`src/rtl/ext_alu_sequencer_pkg.sv`:
```
// ext_alu_sequencer_pkg
//   Shared constants for the external ALU handshake: data/opcode/CSR widths,
//   opcode values, CSR bit positions and the sequencer state encoding.
package ext_alu_sequencer_pkg;

    localparam int ALU_DATA_BITS    = 32;
    localparam int ALU_OP_BITS      = 2;
    localparam int ALU_CSR_IN_BITS  = 3;
    localparam int ALU_CSR_OUT_BITS = 3;

    localparam logic [ALU_OP_BITS-1:0] ALUOP_DIV = 2'd1;
    localparam logic [ALU_OP_BITS-1:0] ALUOP_MUL = 2'd2;

    // CSR_ALU_IN bit positions (sequencer -> unit)
    localparam int CSR_IN_Z_ACK = 0;
    localparam int CSR_IN_A_STB = 1;
    localparam int CSR_IN_B_STB = 2;

    // CSR_ALU_OUT bit positions (unit -> sequencer)
    localparam int CSR_OUT_A_ACK = 0;
    localparam int CSR_OUT_B_ACK = 1;
    localparam int CSR_OUT_Z_STB = 2;

    typedef enum logic [2:0] {
        ST_IDLE   = 3'd0,
        ST_SEND_A = 3'd1,
        ST_SEND_B = 3'd2,
        ST_WAIT_Z = 3'd3,
        ST_RESP   = 3'd4
    } state_t;

endpackage

```
`src/rtl/ext_alu_watchdog.sv`:
```
// ext_alu_watchdog
//   Per-phase cycle counter. Counts while enable is high, restarts on clear,
//   saturates at TMO_CYC-1 and flags expired while sitting there.
// Ports:
//   clk, rst  clock / async active-low reset
//   clear     restart count (phase change)
//   enable    a wait phase is active
//   expired   phase has used its full cycle budget
module ext_alu_watchdog #(
    parameter int TMO_CYC = 1024
) (
    input  logic clk,
    input  logic rst,
    input  logic clear,
    input  logic enable,
    output logic expired
);
    localparam int TW = (TMO_CYC > 2) ? $clog2(TMO_CYC) : 1;
    localparam logic [TW-1:0] LAST = TW'(TMO_CYC - 1);

    logic [TW-1:0] timer;

    always_ff @(posedge clk or negedge rst) begin
        if (!rst)
            timer <= '0;
        else if (clear)
            timer <= '0;
        else if (enable && timer != LAST)
            timer <= timer + 1'b1;
    end

    assign expired = enable && (timer == LAST);

endmodule

```
`src/rtl/ext_alu_sequencer.sv`:
```
// ext_alu_sequencer
//   Takes one op request from the core, walks the external ALU through its
//   get_a -> get_b -> put_z handshake and returns the result downstream.
//   A per-phase watchdog turns a hung unit into an error response and a
//   sticky hung flag that blocks further requests until reset.
// Ports:
//   clk, rst                     clock / async active-low reset
//   req_valid/ready/op/a/b       request port from the core
//   rsp_valid/ready/data/err     response port to the consumer
//   hung                         sticky timeout indicator
//   OP1, OP2, ALUOP              operand/opcode latches to the ALU
//   CSR_ALU_IN                   {b_stb, a_stb, z_ack} to the ALU
//   CSR_ALU_OUT                  {z_stb, b_ack, a_ack} from the ALU
//   OP3                          result from the ALU
module ext_alu_sequencer
    import ext_alu_sequencer_pkg::*;
#(
    parameter int DATA_W  = ALU_DATA_BITS,
    parameter int OP_W    = ALU_OP_BITS,
    parameter int TMO_CYC = 1024
) (
    input  logic              clk,
    input  logic              rst,
    input  logic              req_valid,
    output logic              req_ready,
    input  logic [OP_W-1:0]   req_op,
    input  logic [DATA_W-1:0] req_a,
    input  logic [DATA_W-1:0] req_b,
    output logic              rsp_valid,
    input  logic              rsp_ready,
    output logic [DATA_W-1:0] rsp_data,
    output logic              rsp_err,
    output logic              hung,
    output logic [DATA_W-1:0] OP1,
    output logic [DATA_W-1:0] OP2,
    output logic [OP_W-1:0]   ALUOP,
    output logic [2:0]        CSR_ALU_IN,
    input  logic [2:0]        CSR_ALU_OUT,
    input  logic [DATA_W-1:0] OP3
);

    state_t state, state_nxt;
    logic   ld_ops, ld_ok, ld_err, set_hung;
    logic   wd_en, wd_exp;
    logic   op_legal;

    assign op_legal = (req_op == OP_W'(ALUOP_DIV)) || (req_op == OP_W'(ALUOP_MUL));
    assign wd_en    = (state == ST_SEND_A) || (state == ST_SEND_B) || (state == ST_WAIT_Z);

    ext_alu_watchdog #(.TMO_CYC(TMO_CYC)) u_wd (
        .clk     (clk),
        .rst     (rst),
        .clear   (state_nxt != state),
        .enable  (wd_en),
        .expired (wd_exp)
    );

    // Next state and register load strobes. In each wait phase the awaited
    // bit is tested before the watchdog so an ack on the last cycle wins.
    always_comb begin
        state_nxt = state;
        ld_ops    = 1'b0;
        ld_ok     = 1'b0;
        ld_err    = 1'b0;
        set_hung  = 1'b0;
        case (state)
            ST_IDLE: begin
                if (req_valid && !hung) begin
                    if (op_legal) begin
                        ld_ops    = 1'b1;
                        state_nxt = ST_SEND_A;
                    end else begin
                        ld_err    = 1'b1;
                        state_nxt = ST_RESP;
                    end
                end
            end
            ST_SEND_A: begin
                if (CSR_ALU_OUT[CSR_OUT_A_ACK]) begin
                    state_nxt = ST_SEND_B;
                end else if (wd_exp) begin
                    ld_err    = 1'b1;
                    set_hung  = 1'b1;
                    state_nxt = ST_RESP;
                end
            end
            ST_SEND_B: begin
                if (CSR_ALU_OUT[CSR_OUT_B_ACK]) begin
                    state_nxt = ST_WAIT_Z;
                end else if (wd_exp) begin
                    ld_err    = 1'b1;
                    set_hung  = 1'b1;
                    state_nxt = ST_RESP;
                end
            end
            ST_WAIT_Z: begin
                if (CSR_ALU_OUT[CSR_OUT_Z_STB]) begin
                    ld_ok     = 1'b1;
                    state_nxt = ST_RESP;
                end else if (wd_exp) begin
                    ld_err    = 1'b1;
                    set_hung  = 1'b1;
                    state_nxt = ST_RESP;
                end
            end
            ST_RESP: begin
                if (rsp_ready)
                    state_nxt = ST_IDLE;
            end
            default: state_nxt = ST_IDLE;
        endcase
    end

    // Operand latches hold after the transaction so the wrapper's result
    // mux stays put while the unit drops z_stb.
    always_ff @(posedge clk or negedge rst) begin
        if (!rst) begin
            state    <= ST_IDLE;
            OP1      <= '0;
            OP2      <= '0;
            ALUOP    <= '0;
            rsp_data <= '0;
            rsp_err  <= 1'b0;
            hung     <= 1'b0;
        end else begin
            state <= state_nxt;
            if (ld_ops) begin
                OP1   <= req_a;
                OP2   <= req_b;
                ALUOP <= req_op;
            end
            if (ld_ok) begin
                rsp_data <= OP3;
                rsp_err  <= 1'b0;
            end
            if (ld_err) begin
                rsp_data <= '0;
                rsp_err  <= 1'b1;
            end
            if (set_hung)
                hung <= 1'b1;
        end
    end

    assign req_ready = (state == ST_IDLE) && !hung;
    assign rsp_valid = (state == ST_RESP);

    always_comb begin
        CSR_ALU_IN = 3'b000;
        case (state)
            ST_SEND_A: CSR_ALU_IN[CSR_IN_A_STB] = 1'b1;
            ST_SEND_B: CSR_ALU_IN[CSR_IN_B_STB] = 1'b1;
            ST_WAIT_Z: CSR_ALU_IN[CSR_IN_Z_ACK] = 1'b1;
            default:   CSR_ALU_IN = 3'b000;
        endcase
    end

endmodule

```
`config.mk`:
```
export PLATFORM = sky130hd
export DESIGN_NAME = ext_alu_sequencer
export DESIGN_NICKNAME = d
export VERILOG_FILES = /design/src/rtl/ext_alu_sequencer_pkg.sv /design/src/rtl/ext_alu_watchdog.sv /design/src/rtl/ext_alu_sequencer.sv
export SDC_FILE = /design/constraint.sdc
export NUM_CORES = 1
export LEC_CHECK = 0
export ABC_AREA = 1
export BUFFER_PORTS_ARGS = -buffer_cell sky130_fd_sc_hd__buf_4
export CAP_MARGIN = 20
export CORE_MARGIN = 2
export CORE_UTILIZATION = 51
export DETAILED_ROUTE_END_ITERATION = 16
export GPL_ROUTABILITY_DRIVEN = 0
export GPL_TIMING_DRIVEN = 0
export PLACE_DENSITY = 0.9
export SLEW_MARGIN = 0
export SYNTH_ARGS = -nofsm -noshare
export SYNTH_HDL_FRONTEND = slang
export SYNTH_SLANG_ARGS = --single-unit
```
`constraint.sdc`:
```
create_clock -name clk -period 4.23 [get_ports clk]
set_input_delay 1.0575 -clock clk [delete_from_list [all_inputs] [get_ports clk]]
set_output_delay 1.0575 -clock clk [all_outputs]
set_load 0.02 [all_outputs]
```
==> reports/qor.yml, run 1 <==
run_status:
  status: "completed"
cts:
  clock_latency_ps: 510
  cts.sinks: 113
  cts_buffers: 17
  cts_root_buf: "clkbuf_8"
  cts_tree: "done"
  ctsResizeCount: 0
  h-tree-depth: 4
  cts.path.max_buffers: 2
  path_clk_slew_ps: 60
  post_cts.repair.setup_buffers: 0
  cts_hold_buf: 0
global_route:
  grt-ovfl-total: 0
  track_usage: 0.2774
  grt_pass1_vias: 4640
  grt_pass1_wl_microns: 21610
  antenna_found_initial: 0
  grt_start_max_net_pins: 65
layout:
  final_cell_mix: "nand2_1 (310), buf_4 (210), dfrtp_1 (113)"
  syn2layout_area_growth_pct: 50.21
  final_common_cell: "nand2_1"
  multi_input_area_sq_um: 1650
  nFillCells: 569
  n_antenna_cell: 0
  drive_above_1_share: 0.3574
  seqCellArea_sq_um: 2828
  nNetsFinal: 882
place:
  portBuffers: 209
  dpl.hpwl_microns: 9660
  post-place-ws_ps: 1770
synth:
  syn_nets: 653
  yosysSeqAreaShare: 0.6043
  syn_area_per_cell_sq_um: 8.555
  yosys_warnings: 0
  synthCells: 547
  synth.distinct_cells: 29
  synth_area_sq_um: 4679
  ys_seq_elements: 113
setup_path:
  crit_fanout: 8
  start_kind: "register"
  arrival_ps: 1570
  critPathKind: "reg -> out"
  worst_ep_required_time_ps: 3170
  crit_path_end_kind: "output port"
route:
  vias: 4435
  wl_per_cell_microns: 14.78
  wirelength_microns: 13250
  firstDrtPassIters: 5
  final_antenna_net_count: 0
  first_iter_violations: 219
  avgViaCountPerCell: 4.944
  remaining_drc_errors: 0
sta:
  fin_ws_ps: 1603
  drv_slew: 0
  max_freq_mhz: 380.6
  max_slew_margin: 0.5572
  rsz0062_at_grt: "no"
  min_period_ps: 2628
  hold_viol_final: 0
  worst_pin_slew_ps: 664.2
  setup_viol: 0
  setup_tns_ps: 0
  finalCritPeriodShare: 0.6212
  skew_ps: 11.32
floorplanning:
  ios: 210
  die_h_microns: 99.79
  die_x_microns: 99.79
  core-area_sq_um: 8806
  rows: 34
  fp.dieArea_sq_um: 9958
  start_util: 0.5314
power:
  p_comb_frac: 0.045
  p_per_area_nw_per_um2: 384.4
  switching_share: 0.2079
  p_int_uw: 2140
  ir_worst_vdd_mv: 0.2739
  share_seq_of_total_power: 0.409
  p_sw_uw: 561.8
  clock_power_share: 0.545
  power_leakage_uw: 0.004148
  p_total_uw: 2702
worst_hold_path:
  hold_path.class: "reg -> reg"
run:
  cap_violations: 0
## cell usage after synthesis, drive strengths merged
library cell | count | area, sq um
ha | 1 | 12.51
o21ai | 5 | 25.02
a31o | 1 | 8.760
clkbuf | 6 | 22.52
a31oi | 1 | 6.260
nand4 | 6 | 37.54
nand2 | 326 | 1274
nand3b | 1 | 7.510
nor3 | 3 | 15.01
xnor2 | 1 | 8.760
or2 | 1 | 6.260
nand3 | 14 | 92.59
inv | 23 | 88.84
nor2 | 27 | 121.4
xor2 | 4 | 35.03
dfrtp | 113 | 2828
buf | 14 | 90.08
## registers in the layout (all words and copies together), names as in the netlist
name        flops
hung            1
rsp_err         1
OP2            32
rsp_data       32
state           3
ALUOP           2
u_wd.timer     10
OP1            32
## area by class of cell
cell class / instances / area share
Clock inverter: 12 / 0.02599
Buffer: 20 / 0.01602
Timing Repair Buffer: 210 / 0.2271
Multi-Input combinational cell: 391 / 0.2348
Tap cell: 108 / 0.01922
Inverter: 23 / 0.01264
Sequential cell: 113 / 0.4023
Clock buffer: 20 / 0.06194
## routing by layer
| metal | track usage | share of wire | routed length, microns |
|---|---|---|---|
| met4 | 0.08535 | 0.017 | 223 |
| met2 | 0.4995 | 0.53 | 6971 |
| met5 | 0 | 0 | 0 |
| met1 | 0.3078 | 0.38 | 4974 |
| met3 | 0.09958 | 0.082 | 1085 |
## critical path, cell delays in order, from the launching register on
cell	delay, ps
dfrtp_1	350
buf_4	180
nor3_1	320
buf_4	210
## power by group through the flow
stage	combinational [uW]	clock, uW	sequential, uW
after floorplan	20.2	0	1120
after global placement	115	0	1120
after detailed placement	123	0	1120
after CTS	125	1490	1110
after global routing	137	1550	1110
final	123	1470	1110
## kinds of logic after synthesis
group	share of synthesized area
xor+xnor	0.009358
buf+inv	0.04305
flops	0.6043
compound gates	0.008556
simple gates	0.3321
fa+ha+maj	0.002673
## per-stage QoR
step	instances	hold WS (ps)	area, sq um	util
floorplan	547	547.5	4679	-
global placement	864	454.3	6384	0.7249
detailed placement	865	463.0	6411	0.7280
CTS	897	476.2	7029	0.7982
global route	897	495.5	7029	0.7982
finish	897	473.7	7029	0.7982
## final timing paths
kind	start	to	slack, ps	cells after the start
worst max-delay path	state[2]	CSR_ALU_IN[2]	1600	3
worst min-delay path	rsp_data[13]	rsp_data[13]	470	2
worst max register to register	state[0]	OP1[7]	2390	8
worst min register to register	rsp_data[13]	rsp_data[13]	470	2
max in group asynchronous	rst	OP2[2]	2910	2
min in group asynchronous	rst	rsp_data[2]	580	1
No activity file was read; power rests on OpenSTA's default activity.
==> run 2: changes to the inputs <==
ABC_AREA = 0   (was 1)
CORE_UTILIZATION = 43   (was 51)
PLACE_DENSITY = 0.81   (was 0.9)
clock period = 2.3 ns   (was 4.23 ns; I/O delays follow)
==> run 2 against run 1 <==
  * Critical path depth is 1 lower
  * Via count is 11% lower
  * Setup slack worse by 1500 ps
  * First-iteration DRC count is 7.3% higher
  * Combinational power grew to 31 times the previous value
  * Sequential share of layout area is 0.43 points lower
  * Critical path type unchanged
  * Largest power group is now combinational logic
==> reports/qor.yml, run 2 <==
run_status:
  status: "completed"
place:
  portBuffers: 209
  dpl.hpwl_microns: 9089
layout:
  drive_above_1_share: 0.5142
  final_cell_mix: "buf_4 (210), dfrtp_1 (112), nand2_1 (73)"
  syn2layout_area_growth_pct: 50.97
  final_util: 0.6615
  nFillCells: 805
  nNetsFinal: 726
  reg_top3: "OP1 (32), OP2 (32), rsp_data (32)"
  final_common_cell: "buf_4"
  n_antenna_cell: 0
synth:
  yosys-top-cells-count: "dfrtp_1 (113), nand2_1 (73), mux2_2 (64), a21oi_1 (41), clkbuf_1 (10)"
  netlist.area_leader.share: 0.6006
  ys_seq_elements: 113
  syn_area_per_cell_sq_um: 12.04
  synth_area_sq_um: 4708
  yosysSeqAreaShare: 0.6006
  yosys_warnings: 0
  synth_area_leaders: "dfrtp_1 (60%), mux2_2 (15%), nand2_1 (5.8%)"
  syn_nets: 497
  async_flop_share: 1.000
  synthCells: 391
  synth.distinct_cells: 44
  synth-edff-count: 0
  yosysTopAreaCell: "dfrtp_1"
  synthFlopType: "dfrtp_1"
  synth_most_common_cell: "dfrtp_1"
sta:
  finalCritPeriodShare: 0.9577
  setup_viol: 0
  drv_slew: 0
  max_slew_margin: 0.5198
  holdWs_ps: 115.5
  setup_tns_ps: 0
  skew_ps: 8.197
  max_freq_mhz: 454.0
  min_period_ps: 2203
  rsz0062_at_grt: "no"
  hold_viol_final: 0
  worst_pin_slew_ps: 720.3
setup_path:
  crit_path_end_kind: "output port"
  r2r_cells: 6
  r2r-start: "u_wd.timer[0]"
  worstReg2RegEnd: "u_wd.timer[7]"
  worstPathCellList: "nor4_4, buf_4"
  cp_slowest_cell: "dfrtp_2"
  worst_ep_required_time_ps: 1730
  max_stage_delay_ps: 450
  crit_fanout: 6
  reg2reg_slack_ps: 170
  arrival_ps: 1630
  start_kind: "register"
  critPathKind: "reg -> out"
cts:
  h-tree-depth: 4
  cts.sinks: 113
  post_cts.repair.setup_buffers: 0
  cts.path.max_buffers: 2
  cts_hold_buf: 0
  cts_root_buf: "clkbuf_8"
  path_clk_slew_ps: 50
  cts_tree: "done"
  cts_buffers: 17
  clock_latency_ps: 510
route:
  wl_met2_microns: 6479
  remaining_drc_errors: 0
  wl_met3_microns: 949
  vias: 3969
  wl_met1_microns: 4763
  firstDrtPassIters: 4
  avgViaCountPerCell: 5.141
  final_antenna_net_count: 0
  top_layer_used: "met4"
  wl_per_cell_microns: 16.03
  wirelength_microns: 12380
  first_iter_violations: 235
power:
  p_per_area_nw_per_um2: 1345
  ir_worst_vdd_mv: 0.9573
  power_leakage_uw: 0.003407
floorplanning:
  start_util: 0.4382
  die_h_microns: 108.6
  rows: 38
  ios: 210
  fp.dieArea_sq_um: 11800
  die_x_microns: 108.6
  core-area_sq_um: 10750
worst_hold_path:
  hold_path.class: "in -> async"
global_route:
  grt_pass1_vias: 3999
  antenna_found_initial: 0
  grt_pass1_wl_microns: 18890
  grt-ovfl-total: 0
  track_usage: 0.2060
  grt_start_max_net_pins: 61
run:
  cap_violations: 0
run 2: cell types whose count changed after synthesis, moves of 4 or more:
cell | previous run | this run
clkbuf_1 | 6 | 10
mux2_2 | 0 | 64
or4_1 | 0 | 4
nand2_1 | 310 | 73
inv_1 | 19 | 4
nor2_1 | 23 | 4
nand2_2 | 14 | 0
a21oi_1 | 0 | 41
a211oi_1 | 0 | 4
nand4_1 | 6 | 2
run 2: worst max-delay path: cells and delay by family, from the launching register on:
family	cells	cell delay (ps)
flops	1	450
simple gates	1	440
buf+inv	1	230
run 2: routing by layer:
layer  vias to the layer above  GRT usage
met2                       169     0.3665
met4                         0    0.07051
li1                       1833          -
met3                        20    0.06754
met1                      1947     0.2321
met5                         -          0
run 2: metrics by stage:
stage	power [uW]	instances	setup slack, ps	area, sq um
2_1_floorplan	5231	391	377.8	4708
3_3_place_gp	6790	740	169.1	6452
3_5_place_dp	6942	741	132.4	6480
4_1_cts	9617	772	23.00	7088
5_1_grt	10020	772	28.33	7108
6_report	9563	772	97.32	7108
run 2: how the worst max path moves through the flow:
stage,from,to,slack (ps),depth (start not counted)
CTS,state[0],CSR_ALU_IN[1],20,4
global route,u_wd.timer[0],u_wd.timer[7],30,6
global placement,req_op[1],OP1[23],170,6
finish,state[0],req_ready,100,2
detailed placement,req_op[1],OP1[20],130,6
floorplan,state[0],rsp_data[2],380,5
run 2: cells by family after synthesis:
group           Yosys count  synth area share
simple gates            118            0.1201
buf+inv                  25           0.02684
mux                      67            0.1594
flops                   113            0.6006
xor+xnor                  2          0.003721
fa+ha+maj                 1          0.002657
compound gates           65           0.08663
run 2: where the power goes:
group	internal (uW)	switching (uW)	leakage, uW	total [uW]
logic	1810	1980	0.00169	3790
registers	2710	432	0.00143	3140
clock network	1750	879	0.000297	2630
total	6270	3290	0.00341	9560
run 2: layout make-up:
class | instances | area [sq um] | area share
timing repair buffer | 210 | 1597 | 0.2246
sequential | 113 | 2829 | 0.3980
clock buffer | 22 | 473.0 | 0.06654
inverter | 4 | 15.01 | 0.002112
clock inverter | 9 | 130.1 | 0.01831
multi-input combinational | 253 | 1775 | 0.2498
tap | 140 | 175.2 | 0.02464
buffer | 21 | 113.9 | 0.01602
run 2: repair_timing:
item	in CTS	in global routing
setup endpoints to repair	2	6
cloned	0	0
pin swaps	0	1
gates resized for setup	2	4
==> run 3: changes to the inputs <==
ABC_AREA = 1   (was 0)
CORE_UTILIZATION = 42   (was 43)
PLACE_DENSITY = 0.79   (was 0.81)
==> run 3 against run 2 <==
  * Largest cell class unchanged
  * Critical path depth up 2
  * Clock-buffer cell count down 2
  * Setup slack better by 110 ps
  * Die area up 1.7%
==> reports/qor.yml, run 3 (synthesis gave the netlist of run 1 again) <==
cts:
  cts_tree: "done"
  cts_root_buf: "clkbuf_8"
  cts_buffers: 17
  post_cts.repair.setup_buffers: 0
  clock_latency_ps: 510
  cts_hold_buf: 0
  cts.sinks: 113
  path_clk_slew_ps: 60
  ctsResizeCount: 0
  cts.path.max_buffers: 2
  h-tree-depth: 4
setup_path:
  critPathLaunch: "state[0]"
  r2r_cells: 8
  worst_ep_required_time_ps: 1730
  crit_path_end_kind: "output port"
  crit_fanout: 6
  reg2reg_slack_ps: 530
  arrival_ps: 1520
  r2r-start: "state[0]"
  worstReg2RegEnd: "OP1[7]"
  critPathKind: "reg -> out"
  endpoint: "req_ready"
  start_kind: "register"
sta:
  setup_viol: 0
  max_slew_margin: 0.4880
  rsz0062_at_grt: "no"
  worst_pin_slew_ps: 767.9
  max_freq_mhz: 477.3
  skew_ps: 7.067
  finalCritPeriodShare: 0.9109
  min_period_ps: 2095
  drv_slew: 0
  hold_viol_final: 0
  fin_ws_ps: 204.8
  setup_tns_ps: 0
place:
  post-place-ws_ps: 398.0
  dpl.hpwl_microns: 9519
  portBuffers: 209
run_status:
  status: "completed"
layout:
  syn2layout_area_growth_pct: 51.98
  nNetsFinal: 882
  reg_top3: "OP1 (32), OP2 (32), rsp_data (32)"
  drive_above_1_share: 0.3599
  final_cell_mix: "nand2_1 (310), buf_4 (210), dfrtp_1 (113)"
  n_antenna_cell: 0
  final_common_cell: "nand2_1"
route:
  vias: 4347
  final_antenna_net_count: 0
  avgViaCountPerCell: 4.679
  wl_per_cell_microns: 13.94
  wirelength_microns: 12950
  firstDrtPassIters: 4
  first_iter_violations: 223
  remaining_drc_errors: 0
floorplanning:
  ios: 210
  start_util: 0.4317
  rows: 38
  fp.dieArea_sq_um: 12000
  die_h_microns: 109.6
  core-area_sq_um: 10840
  die_x_microns: 109.6
global_route:
  grt_pass1_wl_microns: 20490
  antenna_found_initial: 0
  track_usage: 0.2218
  grt_pass1_vias: 4370
  grt-ovfl-total: 0
  grt_start_max_net_pins: 59
worst_hold_path:
  hold_path.class: "in -> async"
power:
  power_leakage_uw: 0.004162
  ir_worst_vdd_mv: 0.4122
  p_per_area_nw_per_um2: 725.8
run:
  cap_violations: 0
run 3: worst min-delay path by stage:
stage,slack [ps],startpoint,to
floorplan,280,rst,ALUOP[0]
global placement,460,rsp_data[0],rsp_data[0]
detailed placement,460,rsp_data[16],rsp_data[16]
CTS,140,rst,rsp_data[10]
global route,170,rst,rsp_err
finish,130,rst,rsp_data[10]
run 3: critical path: stages, from the launching register on:
cell and delay [ps]:
dfrtp_1 460, inv_1 100, nand2_1 90, nor3_1 180, buf_4 180
run 3: final cells by class:
class	instances	area, sq um
Multi-Input combinational cell	391	1650
Clock inverter	12	205.2
Tap cell	140	175.2
Buffer	20	112.6
Clock buffer	20	455.4
Inverter	23	88.84
Fill cell	860	3729
Timing Repair Buffer	210	1597
Sequential cell	113	2828
run 3: per-layer routing:
layer	part of all wire	global-route usage	routed length [microns]
met2	0.49	0.3695	6304
met5	0	0	0
met4	0.023	0.09765	300
met1	0.41	0.2564	5267
met3	0.083	0.08062	1074
run 3: per-stage QoR:
| step | hold WS, ps | instances | total power (uW) | utilization | area (sq um) |
|---|---|---|---|---|---|
| global placement | 455.3 | 896 | 2280 | 0.5926 | 6424 |
| floorplan | 279.4 | 547 | 2099 | - | 4679 |
| detailed placement | 463.8 | 897 | 2293 | 0.5951 | 6451 |
| global route | 173.8 | 929 | 5332 | 0.6560 | 7112 |
| CTS | 143.8 | 929 | 5206 | 0.6560 | 7112 |
| finish | 127.0 | 929 | 5162 | 0.6560 | 7112 |
run 3: where the power goes:
group          internal, uW  switching, uW
clock network          1960            946
logic                   134           90.3
registers              2010           24.3
